--- src/rtl/mymy_wide.sv ---
// mymy_wide: WIDTH-bit 2901-style ALU with register file, Q register and a one-cycle result stage.
// Define MYMY_WIDE_ROTATE_EN to make the RAM/Q shifts rotate instead of taking the shift-in ports.
module mymy_wide #(
  parameter int WIDTH = 16,
  parameter int NREGS = 16,
  parameter int AW    = $clog2(NREGS)
) (
  input  logic             cp,
  input  logic             rstBar,
  input  logic             instrValid,
  input  logic [8:0]       I,
  input  logic [AW-1:0]    addrA,
  input  logic [AW-1:0]    addrB,
  input  logic [WIDTH-1:0] D,
  input  logic             cN,
  input  logic             ramInLsb,
  input  logic             ramInMsb,
  input  logic             qInLsb,
  input  logic             qInMsb,
  output logic             ramOutLsb,
  output logic             ramOutMsb,
  output logic             qOutLsb,
  output logic             qOutMsb,
  output logic [WIDTH-1:0] Y,
  output logic             yValid,
  output logic             cOut,
  output logic             ovf,
  output logic             fZero,
  output logic             fSign
);

  localparam logic [2:0] DST_QREG  = 3'd0;
  localparam logic [2:0] DST_NOP   = 3'd1;
  localparam logic [2:0] DST_RAMA  = 3'd2;
  localparam logic [2:0] DST_RAMF  = 3'd3;
  localparam logic [2:0] DST_RAMQD = 3'd4;
  localparam logic [2:0] DST_RAMD  = 3'd5;
  localparam logic [2:0] DST_RAMQU = 3'd6;
  localparam logic [2:0] DST_RAMU  = 3'd7;

  logic [WIDTH-1:0] regs [NREGS];
  logic [WIDTH-1:0] q_reg;

  logic [2:0]       src;
  logic [2:0]       fn;
  logic [2:0]       dst;
  logic [WIDTH-1:0] a_val;
  logic [WIDTH-1:0] b_val;
  logic [WIDTH-1:0] r_op;
  logic [WIDTH-1:0] s_op;
  logic [WIDTH-1:0] x_op;
  logic [WIDTH-1:0] y_op;
  logic [WIDTH:0]   sum;
  logic [WIDTH-1:0] f_val;
  logic             arith;
  logic             c_next;
  logic             ovf_next;

  logic             ram_dn_in;
  logic             ram_up_in;
  logic             q_dn_in;
  logic             q_up_in;
  logic             ram_we;
  logic             q_we;
  logic [WIDTH-1:0] ram_wdata;
  logic [WIDTH-1:0] q_next;
  logic [WIDTH-1:0] y_next;

  assign src = I[2:0];
  assign fn  = I[5:3];
  assign dst = I[8:6];

  // Reads come straight from the flops, so a same-address write returns the old value.
  assign a_val = regs[addrA];
  assign b_val = regs[addrB];

  always_comb begin
    r_op = '0;
    s_op = '0;
    case (src)
      3'd0: begin r_op = a_val; s_op = q_reg; end
      3'd1: begin r_op = a_val; s_op = b_val; end
      3'd2: begin r_op = '0;    s_op = q_reg; end
      3'd3: begin r_op = '0;    s_op = b_val; end
      3'd4: begin r_op = '0;    s_op = a_val; end
      3'd5: begin r_op = D;     s_op = a_val; end
      3'd6: begin r_op = D;     s_op = q_reg; end
      default: begin r_op = D;  s_op = '0;    end
    endcase
  end

  // All three arithmetic functions reduce to one adder with a per-function operand swap/invert.
  always_comb begin
    x_op = r_op;
    y_op = s_op;
    case (fn)
      3'd1: begin x_op = s_op; y_op = ~r_op; end
      3'd2: y_op = ~s_op;
      default: ;
    endcase
  end

  assign sum   = {1'b0, x_op} + {1'b0, y_op} + {{WIDTH{1'b0}}, cN};
  assign arith = (fn <= 3'd2);

  always_comb begin
    f_val = sum[WIDTH-1:0];
    case (fn)
      3'd3: f_val = r_op | s_op;
      3'd4: f_val = r_op & s_op;
      3'd5: f_val = ~r_op & s_op;
      3'd6: f_val = r_op ^ s_op;
      3'd7: f_val = ~(r_op ^ s_op);
      default: ;
    endcase
  end

  // Carry into the MSB recovered from the MSB sum bit and its two operand bits.
  assign c_next   = arith & sum[WIDTH];
  assign ovf_next = arith & (sum[WIDTH] ^ sum[WIDTH-1] ^ x_op[WIDTH-1] ^ y_op[WIDTH-1]);

`ifdef MYMY_WIDE_ROTATE_EN
  assign ram_dn_in = f_val[0];
  assign ram_up_in = f_val[WIDTH-1];
  assign q_dn_in   = q_reg[0];
  assign q_up_in   = q_reg[WIDTH-1];
`else
  assign ram_dn_in = ramInMsb;
  assign ram_up_in = ramInLsb;
  assign q_dn_in   = qInMsb;
  assign q_up_in   = qInLsb;
`endif

  always_comb begin
    ram_we    = 1'b1;
    q_we      = 1'b0;
    ram_wdata = f_val;
    q_next    = q_reg;
    y_next    = f_val;
    case (dst)
      DST_QREG: begin
        ram_we = 1'b0;
        q_we   = 1'b1;
        q_next = f_val;
      end
      DST_NOP:  ram_we = 1'b0;
      DST_RAMA: y_next = a_val;
      DST_RAMF: ;
      DST_RAMQD: begin
        ram_wdata = {ram_dn_in, f_val[WIDTH-1:1]};
        q_we      = 1'b1;
        q_next    = {q_dn_in, q_reg[WIDTH-1:1]};
      end
      DST_RAMD: ram_wdata = {ram_dn_in, f_val[WIDTH-1:1]};
      DST_RAMQU: begin
        ram_wdata = {f_val[WIDTH-2:0], ram_up_in};
        q_we      = 1'b1;
        q_next    = {q_reg[WIDTH-2:0], q_up_in};
      end
      DST_RAMU: ram_wdata = {f_val[WIDTH-2:0], ram_up_in};
      default: ;
    endcase
  end

  // Shift-out linkage is purely a function of the destination code, independent of instrValid.
  assign ramOutLsb = ((dst == DST_RAMQD) || (dst == DST_RAMD)) & f_val[0];
  assign ramOutMsb = ((dst == DST_RAMQU) || (dst == DST_RAMU)) & f_val[WIDTH-1];
  assign qOutLsb   = (dst == DST_RAMQD) & q_reg[0];
  assign qOutMsb   = (dst == DST_RAMQU) & q_reg[WIDTH-1];

  always_ff @(posedge cp or negedge rstBar) begin
    if (!rstBar) begin
      for (int i = 0; i < NREGS; i++) begin
        regs[i] <= '0;
      end
      q_reg  <= '0;
      Y      <= '0;
      yValid <= 1'b0;
      cOut   <= 1'b0;
      ovf    <= 1'b0;
      fZero  <= 1'b0;
      fSign  <= 1'b0;
    end else begin
      yValid <= instrValid;
      if (instrValid) begin
        if (ram_we) begin
          regs[addrB] <= ram_wdata;
        end
        if (q_we) begin
          q_reg <= q_next;
        end
        Y     <= y_next;
        cOut  <= c_next;
        ovf   <= ovf_next;
        fZero <= (f_val == '0);
        fSign <= f_val[WIDTH-1];
      end
    end
  end

endmodule

--- config.mk ---
export PLATFORM = sky130hd
export DESIGN_NAME = mymy_wide
export DESIGN_NICKNAME = d
export VERILOG_FILES = /design/src/rtl/mymy_wide.sv
export SDC_FILE = /design/constraint.sdc
export NUM_CORES = 1
export LEC_CHECK = 0
export CORE_UTILIZATION = 59
export DETAILED_ROUTE_END_ITERATION = 10
export PLACE_DENSITY = 0.77
export SYNTH_ARGS = -nofsm -noshare
export SYNTH_HDL_FRONTEND = slang
export SYNTH_SLANG_ARGS = --single-unit
--- constraint.sdc ---
create_clock -name cp -period 7.1 [get_ports cp]
set_input_delay 1.42 -clock cp [delete_from_list [all_inputs] [get_ports cp]]
set_output_delay 1.42 -clock cp [all_outputs]
set_load 0.005 [all_outputs]
==> impl_metrics.env, run 1 <==
export IMPL_status="finished, final reports clean"
export IMPL_antenna_found_initial=0
export IMPL_mostFrequentLayoutCell="dfrtp_1"
export IMPL_rsz0062_at_grt="false"
export IMPL_syn_area_per_cell_um2=10.7
export IMPL_whs_endpoint="Y[6]"
export IMPL_die_h_um=180
export IMPL_nets=2013
export IMPL_end_kind="output pin"
export IMPL_syn_inst=1749
export IMPL_required_ns=5.68
export IMPL_skew_ns=0.0178
export IMPL_layout_common_cells="dfrtp_1, nor2_1, a21oi_1"
export IMPL_leakage_uw=0.00950
export IMPL_ys_seq_elements=293
export IMPL_fillCellCount=2137
export IMPL_startpoint_type="input pin"
export IMPL_largest_reg_flops=256
export IMPL_routabilityCongestion=1.01
export IMPL_min_from="Y[6]"
export IMPL_viasPerCell=6.89
export IMPL_start_util_pct=60.5
export IMPL_tightestPinTransition_ns=1.29
export IMPL_hold_viol_final=0
export IMPL_die_w_um=180
export IMPL_die_area_um2=32400
export IMPL_cts_tree="done"
export IMPL_relSlewSlack_pct=13.9
export IMPL_yosys_warnings=0
export IMPL_clk_path_buf_depth=3
export IMPL_yosys_cell_types_count=88
export IMPL_crit_fanout=8
export IMPL_grt_max_degree=159
export IMPL_io_pins=66
export IMPL_grtUsageTotal_pct=39.7
export IMPL_period_minus_slack_ns=6.84
export IMPL_first_pass_iters=9
export IMPL_slew_viol_final=0
export IMPL_max_clock_freq_mhz=146
export IMPL_cts_max_level=1
export IMPL_rows=64
export IMPL_syn_nets=1823
export IMPL_design_area_um2=22300
export IMPL_ys_flop_type="dfrtp_1"
export IMPL_drcViolationCount=0
export IMPL_critPathArrivalTime_ns=5.42
export IMPL_fin_crit_sh_pct=96.3
export IMPL_vias=16200
export IMPL_ant_nets=0
export IMPL_clk_pin_slew_ns=0.06
export IMPL_areaGrowthSynthToFinish_pct=19.0
export IMPL_cts_root_buf="clkbuf_16"
export IMPL_core_area_um2=30900
export IMPL_grt_overflow=0
export IMPL_powerDensity_nw_per_um2=315
export IMPL_synth_edf_count=0
export IMPL_rrSetupSlack_ns=1.37
export IMPL_drt_initial_drc_count=1966
export IMPL_worstReg2RegStart="regs[80]"
export IMPL_hold_path_class="register to register"
export IMPL_drt_wirelength_per_cell_um=27.0
export IMPL_diodes=0
export IMPL_cts_sinks=293
export IMPL_dp_hpwl_um=45900
export IMPL_setup_viol=0
export IMPL_wl_um=63500
export IMPL_critical_path_class="input pin to output pin"
export IMPL_ir_drop_mv=0.251
export IMPL_first_global_vias=16200
export IMPL_io_buffers=65
export IMPL_insertion_delay_ns=0.59
export IMPL_r2r_end="regs[254]"
export IMPL_holdWs_ns=0.504
export IMPL_r2r_cells=20
export IMPL_yosysSeqAreaShare_pct=39.2
export IMPL_post_route_util_pct=72.0
export IMPL_hold_depth=1
export IMPL_layout_drive_gt1_share_pct=31.2
export IMPL_async_reset_ff_share_pct=100
export IMPL_cts_buffers_inserted=31
export IMPL_drv_cap=0
export IMPL_dpl_cell_area_um2=21100
export IMPL_syn_area_um2=18700
export IMPL_grt_pass1_wl_um=97600
## routing by layer
layer / vias up / wire, um / track usage, %
met5: - / 0 / 1.04
met1: 7957 / 23700 / 51.1
met2: 1117 / 28900 / 61.9
met3: 255 / 6850 / 9.48
met4: 0 / 4140 / 22.3
li1: 6908 / - / -
## Yosys cell counts (all sizes together) (12+ instances only)
cell type  count  area share [%]
buf           69             2.6
o21ai         47             1.3
clkbuf        79             1.6
nor2         260             5.2
o22ai         16            0.54
a31oi         13            0.82
nand2         68             1.4
nor3          22            0.59
dfrtp        293              39
nand2b        14            0.47
a22oi         32             1.4
xnor2         33             1.5
o21a          25             1.0
mux2         116             7.0
mux4         114              14
a221oi        12            0.78
o221ai        14            0.69
mux2i         70             3.9
ha            31             2.1
a22o          14            0.66
nor2b         13            0.43
inv           22            0.44
a21oi        240             6.7
## logic make-up (layout without fill, tap and decap cells)
family / after synthesis / after routing / synth area share, %
xor gates and xnor gates: 37 / 37 / 1.81
DFF: 293 / 293 / 39.2
muxes: 300 / 300 / 24.7
AOI/OAI and AO/OA: 490 / 490 / 17.6
adders and majority gates: 33 / 33 / 2.29
buffers and inverters: 171 / 383 / 4.61
and+or+nand+nor: 425 / 425 / 9.72
## power breakdown
group | total (uW) | internal, uW | switching (uW)
registers | 2660 | 2190 | 470
logic | 2730 | 1370 | 1360
clock network | 1620 | 921 | 700
total | 7010 | 4480 | 2530
## worst max-delay path, cell delays in order
cell,delay [ns]
buf_4,0.16
buf_12,0.16
nor2_2,0.38
a221o_1,0.31
o22ai_1,0.13
a21oi_1,0.17
o311ai_1,0.10
buf_4,0.16
inv_1,0.09
nor3_1,0.05
a221oi_1,0.36
fa_1,0.50
mux2_2,0.28
o22ai_1,0.17
a31oi_1,0.10
nor3_1,0.30
clkdlybuf4s50_1,0.57
## per-stage QoR
stage          instances  TNS (ns)  power [uW]  setup WS (ns)
2_1_floorplan       1749         0        4210          0.467
3_3_place_gp        2298    -0.373        5150         -0.373
3_5_place_dp        2298     -1.27        5260         -0.368
4_1_cts             2356         0        6920        0.00464
5_1_grt             2357         0        7300         0.0911
6_report            2357         0        7010          0.260
## how the worst max path moves through the flow
stage	start	end	slack, ns	cells past startpoint
floorplan	addrB[1]	ramOutMsb	0.47	20
global placement	addrA[1]	ramOutMsb	-0.37	19
detailed placement	addrA[2]	ramOutMsb	-0.37	21
CTS	addrA[1]	ramOutMsb	0.005	19
global route	addrA[2]	ramOutLsb	0.09	17
finish	addrA[2]	ramOutLsb	0.26	17
## repair_timing
action	in CTS	in global routing
gates resized for setup	20	12
pin swaps	6	4
setup buffers	3	1
endpoints found under the setup margin	1	1
hold buffers	0	0
## layout make-up
class / count / area, um^2 / area share, %
clock inverters: 17 / 175 / 0.787
well taps: 396 / 495 / 2.23
multi-input cells: 1285 / 10700 / 47.9
clock buffers: 38 / 842 / 3.78
flip-flops and latches: 293 / 7330 / 32.9
inverters: 23 / 86.3 / 0.388
repair buffers: 305 / 2660 / 11.9
No activity file was read; power rests on OpenSTA's default activity.
==> inputs of run 2 (changes only) <==
--- a/config.mk
+++ b/config.mk
@@ -5,6 +5,7 @@
 export SDC_FILE = /design/constraint.sdc
 export NUM_CORES = 1
 export LEC_CHECK = 0
+export ABC_CLOCK_PERIOD_IN_PS = 7100
 export CORE_UTILIZATION = 59
 export DETAILED_ROUTE_END_ITERATION = 10
 export PLACE_DENSITY = 0.77
==> results of run 2 <==
Same layout as run 1: the final DEF is identical, and so are final timing and power.
